`src/rtl/flit_requester.sv`:
```
// flit_requester: per-port flit buffer plus request FSM.
// Flits are queued in a DEPTH-entry FIFO. A header at the FIFO head raises a
// request to the port arbiter, and the packet is forwarded one flit per granted
// cycle until its tail. Non-header flits that arrive outside a packet are dropped
// and flagged in a sticky error bit.
// Optional feature: define FLIT_LEN_CHECK_EN to also flag packets whose flit
// count disagrees with the header length field.
// Assumes DW >= 12, because the header length is carried in data bits [11:0].
module flit_requester #(
  parameter int DEPTH = 4,
  parameter int DW    = 32
) (
  input  logic          clk,
  input  logic          rst,
  input  logic          in_valid,
  input  logic [2:0]    in_flit_id,
  input  logic [DW-1:0] in_data,
  output logic          in_ready,
  output logic          req,
  output logic [2:0]    flit_id,
  output logic [11:0]   length,
  input  logic          grant,
  output logic          out_valid,
  output logic [2:0]    out_flit_id,
  output logic [DW-1:0] out_data,
  output logic          err
);

  localparam int AW = (DEPTH > 1) ? $clog2(DEPTH) : 1;
  localparam logic [AW:0] FULL_LVL = (AW+1)'(DEPTH);
  localparam logic [2:0]  ID_HEAD  = 3'b001;
  localparam logic [2:0]  ID_TAIL  = 3'b100;

  typedef enum logic [1:0] {
    S_IDLE = 2'b00,
    S_REQ  = 2'b01,
    S_SEND = 2'b10
  } state_t;

  logic [2:0]    mem_id_r   [DEPTH];
  logic [DW-1:0] mem_data_r [DEPTH];
  logic [AW-1:0] wr_ptr_r;
  logic [AW-1:0] rd_ptr_r;
  logic [AW:0]   count_r;

  logic          empty_s;
  logic          full_s;
  logic          push_s;
  logic          pop_s;
  logic          fwd_s;
  logic          err_set_s;
  logic [2:0]    head_id_s;
  logic [DW-1:0] head_data_s;

  state_t        state_r;
  state_t        state_nx_s;
  logic [11:0]   cnt_r;
  logic [11:0]   cnt_nx_s;
  logic [11:0]   length_r;
  logic [11:0]   length_nx_s;
  logic          req_r;
  logic          err_r;
  logic          out_valid_r;
  logic [2:0]    out_flit_id_r;
  logic [DW-1:0] out_data_r;

  assign empty_s     = (count_r == '0);
  assign full_s      = (count_r == FULL_LVL);
  assign push_s      = in_valid & ~full_s;
  assign head_id_s   = empty_s ? 3'b000 : mem_id_r[rd_ptr_r];
  assign head_data_s = mem_data_r[rd_ptr_r];

  assign in_ready    = ~full_s;
  assign flit_id     = head_id_s;
  assign req         = req_r;
  assign length      = length_r;
  assign err         = err_r;
  assign out_valid   = out_valid_r;
  assign out_flit_id = out_flit_id_r;
  assign out_data    = out_data_r;

  // FIFO storage write; contents need no reset because occupancy gates every read
  always_ff @(posedge clk) begin
    if (push_s) begin
      mem_id_r[wr_ptr_r]   <= in_flit_id;
      mem_data_r[wr_ptr_r] <= in_data;
    end
  end

  // FIFO pointers and occupancy; pointers wrap naturally because DEPTH is a power of two
  always_ff @(posedge clk) begin
    if (rst) begin
      wr_ptr_r <= '0;
      rd_ptr_r <= '0;
      count_r  <= '0;
    end else begin
      if (push_s) wr_ptr_r <= wr_ptr_r + AW'(1);
      if (pop_s)  rd_ptr_r <= rd_ptr_r + AW'(1);
      case ({push_s, pop_s})
        2'b10:   count_r <= count_r + (AW+1)'(1);
        2'b01:   count_r <= count_r - (AW+1)'(1);
        default: count_r <= count_r;
      endcase
    end
  end

  // Next-state, pop and error decode from the current state and the FIFO head
  always_comb begin
    state_nx_s  = state_r;
    cnt_nx_s    = cnt_r;
    length_nx_s = length_r;
    pop_s       = 1'b0;
    fwd_s       = 1'b0;
    err_set_s   = 1'b0;
    case (state_r)
      S_IDLE: begin
        if (empty_s) begin
          state_nx_s = S_IDLE;
        end else if (head_id_s == ID_HEAD) begin
          length_nx_s = head_data_s[11:0];
          state_nx_s  = S_REQ;
`ifdef FLIT_LEN_CHECK_EN
          if (head_data_s[11:0] < 12'd2) err_set_s = 1'b1;
          else                           err_set_s = 1'b0;
`endif
        end else begin
          // stray body/tail outside a packet: drop it
          pop_s     = 1'b1;
          err_set_s = 1'b1;
        end
      end
      S_REQ: begin
        if (grant && !empty_s) begin
          pop_s      = 1'b1;
          fwd_s      = 1'b1;
          cnt_nx_s   = 12'd1;
          state_nx_s = S_SEND;
        end else begin
          state_nx_s = S_REQ;
        end
      end
      S_SEND: begin
        if (grant && !empty_s) begin
          pop_s    = 1'b1;
          fwd_s    = 1'b1;
          cnt_nx_s = cnt_r + 12'd1;
          if (head_id_s == ID_TAIL) begin
            state_nx_s = S_IDLE;
`ifdef FLIT_LEN_CHECK_EN
            if (cnt_nx_s != length_r) err_set_s = 1'b1;
            else                      err_set_s = 1'b0;
`endif
          end else begin
            state_nx_s = S_SEND;
`ifdef FLIT_LEN_CHECK_EN
            if (cnt_nx_s == length_r) err_set_s = 1'b1;
            else                      err_set_s = 1'b0;
`endif
          end
        end else begin
          // stalled by grant loss or starved: keep requesting
          state_nx_s = S_SEND;
        end
      end
      default: begin
        state_nx_s = S_IDLE;
      end
    endcase
  end

  // FSM state and registered outputs; req tracks the next state so it is a flop
  always_ff @(posedge clk) begin
    if (rst) begin
      state_r       <= S_IDLE;
      cnt_r         <= 12'd0;
      length_r      <= 12'd0;
      req_r         <= 1'b0;
      err_r         <= 1'b0;
      out_valid_r   <= 1'b0;
      out_flit_id_r <= 3'b000;
      out_data_r    <= '0;
    end else begin
      state_r     <= state_nx_s;
      cnt_r       <= cnt_nx_s;
      length_r    <= length_nx_s;
      req_r       <= (state_nx_s != S_IDLE);
      err_r       <= err_r | err_set_s;
      out_valid_r <= fwd_s;
      if (fwd_s) begin
        out_flit_id_r <= head_id_s;
        out_data_r    <= head_data_s;
      end
    end
  end

endmodule

```
`config.mk`:
```
export PLATFORM = sky130hd
export DESIGN_NAME = flit_requester
export DESIGN_NICKNAME = d
export VERILOG_FILES = /design/src/rtl/flit_requester.sv
export SDC_FILE = /design/constraint.sdc
export NUM_CORES = 1
export LEC_CHECK = 0
export BUFFER_PORTS_ARGS = -buffer_cell sky130_fd_sc_hd__buf_2
export CELL_PAD_IN_SITES_DETAIL_PLACEMENT = 0
export CELL_PAD_IN_SITES_GLOBAL_PLACEMENT = 1
export CORE_ASPECT_RATIO = 1.75
export CORE_UTILIZATION = 35
export CTS_CLUSTER_DIAMETER = 30
export DETAILED_ROUTE_END_ITERATION = 8
export GPL_TIMING_DRIVEN = 0
export MAX_ROUTING_LAYER = met4
export PLACE_DENSITY_LB_ADDON = 0.1
export SETUP_SLACK_MARGIN = 0.15
export SKIP_LAST_GASP = 1
export SLEW_MARGIN = 20
export SYNTH_ARGS = -nofsm -noshare
export SYNTH_HDL_FRONTEND = slang
export SYNTH_SLANG_ARGS = --single-unit
```
`constraint.sdc`:
```
create_clock -name clk -period 3.1 [get_ports clk]
set_clock_uncertainty 0.15 [all_clocks]
set_input_delay 0 -clock clk [delete_from_list [all_inputs] [get_ports clk]]
set_output_delay 0 -clock clk [all_outputs]
set_load 0.01 [all_outputs]
```
Word-level counts from Yosys, hierarchy flattened

Memory sizes are Yosys's and may differ from the RTL's. A register that Yosys moved wholly into a read port is not among the register bits.
Cells that the tools add are included.

Bits in registers: 59
Memories: 2
Logic and storage cells: 55
Output and inout bits: 54
Memory bits (writable): 140

Mux-type cells: 20
Reductions and logical operators: 8
Bitwise operators: 4
$add $sub $neg: 4
Eq/ne operators: 7

Memories:

| name       | words | bits a word | rd ports | clocked after memory_dff | write ports | RTL line | text |
|---|---|---|---|---|---|---|---|
| mem_data_r | 4     | 32          | 1        | 1                        | 1           | 41       | `logic [DW-1:0] mem_data_r [DEPTH];` |
| mem_id_r   | 4     | 3           | 1        | 1                        | 1           | 40       | `logic [2:0] mem_id_r [DEPTH];` |

Operators by type and width:

| operator                                         | number |
|---|---|
| two-way mux 2 bit                                | 9 |
| two-way mux 1 bit                                | 7 |
| == test 3 bit, second input constant             | 2 |
| case mux 2 bit (3 select lines)                  | 1 |
| case mux 3 bit (2 select lines)                  | 1 |
| adder 2 x 1 -> 2 bit, second input constant      | 2 |
| == test 2 x 1 -> 1 bit, second input constant    | 2 |
| == test 2 bit, second input constant             | 2 |
| nonzero test 2 bit                               | 2 |
| adder 3 x 1 -> 3 bit, second input constant      | 1 |
| == test 3 x 1 -> 1 bit, second input constant    | 1 |
| logical NOT 3 bit                                | 1 |
| two-way mux 3 bit                                | 1 |
| AND reduction 3 bit                              | 1 |
| subtractor 3 x 1 -> 3 bit, second input constant | 1 |
| logical NOT 2 bit                                | 1 |
| inverter 1 bit                                   | 2 |
| case mux 1 bit (2 select lines)                  | 1 |
| OR reduction 2 bit                               | 1 |
| bitwise AND 1 bit                                | 1 |
| logical AND 1 bit                                | 1 |
| logical NOT 1 bit                                | 1 |
| OR 1 bit                                         | 1 |

Logic depth before layout (Yosys ltp)

Depth after elaboration: 8
Depth in mapped cells: 12
Gate-level depth less buffers: 11

Least setup slack after synthesis

Ideal clock, no wire load.

Path kind: flip-flop to flip-flop
Start point: register state_r[0]
End point: register count_r[2]
Stages on the path, launching flop included: 13
Arrival: 2.422 ns
Slack: 0.458 ns
Clock period less this slack: 2.642 ns
Setup time: 0.070 ns
Path buffers: 1
Cell sequence: dfxtp_1 -> inv_1 -> ha_1 -> o311a_1 -> buf_2 -> o21bai_1 -> nor2_1 -> ha_1 -> inv_1 -> fa_1 -> xor2_1 -> or3_1 -> a21oi_1

Word-level cells in the longest chain between the ends: 5
Elaborated cells between the ends (all ways): 9
Those cells by class: eq/ne (4); mux (2); reduce/logical (3)

RTL lines:

| item                                                                  | RTL line | text |
|---|---|---|
| from (decl)                                                           | 55       | `state_t state_r;` |
| from (signal assigned)                                                | 183      | `state_r <= state_nx_s;` |
| == test 2 bit or == test 2 x 1 -> 1 bit (tied branches)               | 115      | `case (state_r)` |
| OR reduction 2 bit (no source line)                                   | --       |  |
| case mux 1 bit (2 select lines) *                                     | 115      |  |
| via pop_s                                                             | 49       | `logic pop_s;` |
| == test 2 x 1 -> 1 bit or == test 2 bit (tied branches)               | 99       | `case ({push_s, pop_s})` |
| case mux 3 bit (2 select lines) or nonzero test 2 bit (tied branches) | --       |  |
| to (signal assigned)                                                  | 100      | `2'b10: count_r <= count_r + (AW+1)'(1);` |
| to (signal assigned)                                                  | 101      | `2'b01: count_r <= count_r - (AW+1)'(1);` |
| to (signal assigned)                                                  | 102      | `default: count_r <= count_r;` |
| to (decl)                                                             | 44       | `logic [AW:0] count_r;` |

The timed path passes the listed nets; every way through them passes the cells marked *.
A chain may end at the register's enable or synchronous reset.

==> reports/results.ini <==
[outcome]
status = complete, no violations

[logic_synthesis]
synth.distinct_cells = 39
syn_nets = 509
synth_area_sq_um = 7470
yosys_warnings = 0
syn_area_per_cell_sq_um = 16.2
synthCells = 460
synth-seq-cells = 201
yosysSeqAreaShare_pct = 72.7

[drt]
first_pass_iters = 4
via_per_inst = 4.85
drt-total-wl_mm = 16.6
vias = 4372
first_iter_violations = 185
drc = 0
antenna_left = 0
route.detailed.wl_per_inst_um = 18.4

[cells_and_area]
antenna_cells = 0
finalNetCount = 675
ff_latch_area_sq_um = 5430
multiInputGateArea_sq_um = 1890
nFillCells = 1873
syn_to_final_growth_pct = 30.9
final_util_pct = 46.7
drive_gt1_share_pct = 31.4

[place]
port_buffers = 91
gp_congestion = 0.716
detailed_place_hpwl_mm = 10.5

[global_route]
grt_max_degree = 22
grt_overflow_total = 0
grt_pass1_wl_mm = 26.3
grt_pass1_vias = 4632
track_usage_pct = 16.4
antenna_found_initial = 0

[setup_path]
required_ps = 3400
max_stage_delay_ps = 570
reg2reg_slack_ps = 320
path_buf_inv = 2
cp_cell_sequence = buf_6 -> mux4_2 -> nor4b_4 -> nor2_2 -> ha_2 -> inv_1 -> fa_1 -> xor2_1 -> or3_1 -> a21oi_1
ff2ff_path_depth = 10
crit_path_max_fanout = 8
cp-end-kind = register
r2r-end = count_r[2]
critPathKind = reg2reg
worstPathArrival_ps = 3080
critPathTopFamily = simple AND/OR/NAND/NOR gates
cp_slowest_cell = mux4_2
critPathLaunchType = register

[hold_path]
min_path_cells = 2
worstHoldStart = in_data[22]
min_to = mem_data_r[1][22]
worstHoldPathType = in2reg

[sta]
max_slew_margin_pct = 50.8
fmaxAchievable_mhz = 360
maxSlewViolCount = 0
whs_ps = 68.3
period_share_pct = 89.5
final_hold_viol_count = 0
min_period_ps = 2780
worst_slew_pin_slew_ps = 738
setup_viol = 0
rsz0062_at_grt = false

[die]
rows = 70
start_util_pct = 35.7
io_pins = 93
die-height_um = 195
coreArea_sq_um = 20900
dieArea_sq_um = 21900
die_w_um = 112

[clock_network]
cts_max_path_buffers = 3
numCtsBuffers = 30
insertion_delay_ps = 530
path_clk_slew_ps = 60
root_buffer = clkbuf_16
h-tree-depth = 1
clock_sinks = 201
tritoncts = yes

[pwr]
clkPwrFrac_pct = 40.6
p_sw_mw = 2.24
p_int_mw = 6.18
p_comb_share_pct = 20.6
sequentialPowerShare_pct = 38.8
p_leak_nw = 3.49
p_per_area_nw_per_um2 = 861
p_sw_share_pct = 26.6
ir_drop_mv = 0.443

[job]
drv_cap = 0

-- placed cells by master (no fill, tap or decap), types with 2 or more instances in the layout --
master         count
or3_1              2
and3_2             4
inv_6              2
buf_12             5
nor2_1            18
inv_1             10
edfxtp_1         140
dfxtp_2            2
nor3_1             2
o31ai_1            2
clkinvlp_4         6
mux4_2            35
dlygate4sd3_1     38
dfxtp_1           59
nand2_1           72
o21ai_0            2
clkbuf_1          19
nor2b_1            3
bufinv_16          3
clkbuf_8           5
or3b_1             2
clkinv_2           3
buf_6              2
buf_2             94
xor2_1             2
ha_1               8
mux2i_1           12
buf_4              2
clkbuf_16         31
a21oi_1           42
-- cell families (layout without fill, tap and decap cells) --
group           count (synthesis)  count (layout)  share of synthesized area (%)
compound gates                 53              53                           4.12
xor+xnor                        3               3                          0.352
fa+ha+maj                      10              10                           1.78
buf+inv                        35             225                           2.20
flops                         201             201                           72.7
mux                            47              47                           12.2
simple gates                  111             111                           6.72
-- synth_stat cells --
library cell	number	area [sq um]
or3_1	2	12.5
and4bb_1	1	12.5
and2_1	1	6.26
a221oi_2	1	15.0
o31ai_1	2	15.0
xnor2_1	1	8.76
edfxtp_1	140	4200
nand2_1	72	270
nand3_1	1	5.00
a2bb2oi_2	1	15.0
inv_1	10	37.5
mux2i_1	12	120
ha_1	9	113
a21oi_1	42	210
o21bai_1	1	7.51
o21ai_0	2	10.0
o311a_1	1	10.0
nor2_1	19	71.3
buf_4	1	7.51
nor4b_4	1	23.8
or4b_4	1	13.8
nor3_1	2	10.0
o31a_1	1	8.76
buf_1	1	3.75
mux4_2	35	788
and3_1	4	25.0
fa_1	1	20.0
a211oi_1	1	7.51
buf_2	4	20.0
a311oi_1	1	8.76
buf_6	1	11.3
dfxtp_1	61	1220
nand3b_1	1	7.51
clkbuf_1	17	63.8
or4_1	1	7.51
or3b_1	2	17.5
buf_12	1	20.0
nor2b_1	3	18.8
xor2_1	2	17.5
-- power groups by stage --
| stage | Sequential [mW] | Clock [mW] | Combinational [mW] |
|---|---|---|---|
| 2_1_floorplan | 3.33 | 0 | 1.17 |
| 3_3_place_gp | 3.32 | 0 | 1.66 |
| 3_5_place_dp | 3.32 | 0 | 1.72 |
| 4_1_cts | 3.27 | 3.48 | 1.76 |
| 5_1_grt | 3.29 | 3.60 | 1.93 |
| 6_report | 3.27 | 3.41 | 1.74 |
-- area by class of cell --
type	count	share of cell area, %
inverter	10	0.384
multi-input combinational	224	19.3
timing repair buffer	134	9.45
buffer	25	1.37
clock inverter	17	1.96
sequential	201	55.5
tap	252	3.23
clock buffer	39	8.75
-- how the worst max path moves through the flow --
| stage | from | end | cells past startpoint |
|---|---|---|---|
| after floorplan | state_r[0] | count_r[2] | 12 |
| after global placement | count_r[0] | mem_id_r[3][2] | 3 |
| after detailed placement | register | count_r[2] | 10 |
| after CTS | state_r[0] | count_r[2] | 12 |
| after global routing | state_r[0] | count_r[2] | 12 |
| final | register | count_r[2] | 10 |
-- worst reg2reg max path, cell delays in order, from the launching register on --
cell     delay (ps)
dfxtp_1         320
buf_6           160
mux4_2          570
nor4b_4         180
nor2_2          120
ha_2            190
inv_1            50
fa_1            370
xor2_1          160
or3_1           300
a21oi_1         130
-- timing repair --
action | in CTS | in global routing
endpoints found under the setup margin | 1 | 1
cloned | 0 | 0
buffers inserted | 0 | 1
resized for setup | 2 | 6
pin swaps | 0 | 1
endpoints found under the hold margin | 150 | 0
hold buffers | 38 | 0
-- flip-flops by register name (all words and copies together), names as in the netlist, named ones only --
signal / flops
req: 1
out_valid: 1
rd_ptr_r: 2
count_r: 3
mem_data_r: 128
out_flit_id: 3
wr_ptr_r: 2
mem_id_r: 12
length: 12
out_data: 32
err: 1
state_r: 2
-- stage by stage --
step           instances  cell area [sq um]  power (mW)  setup TNS [ps]  worst slack, ps
3_3_place_gp         803               8240        4.98           -6.33           -0.966
4_1_cts              901               9750        8.51               0              193
3_5_place_dp         807               8320        5.04               0             93.8
2_1_floorplan        460               7470        4.51               0              458
6_report             902               9780        8.42               0              325
5_1_grt              902               9780        8.82               0              142
-- metal layers --
layer / routed length (um) / vias to the layer above / GRT usage (%)
li1: - / 2062 / -
met1: 6350 / 2153 / 17.6
met2: 9070 / 120 / 30.0
met3: 783 / 37 / 2.86
met4: 418 / 0 / 5.98
met5: 0 / - / -
(Power assumes the default switching activity.)
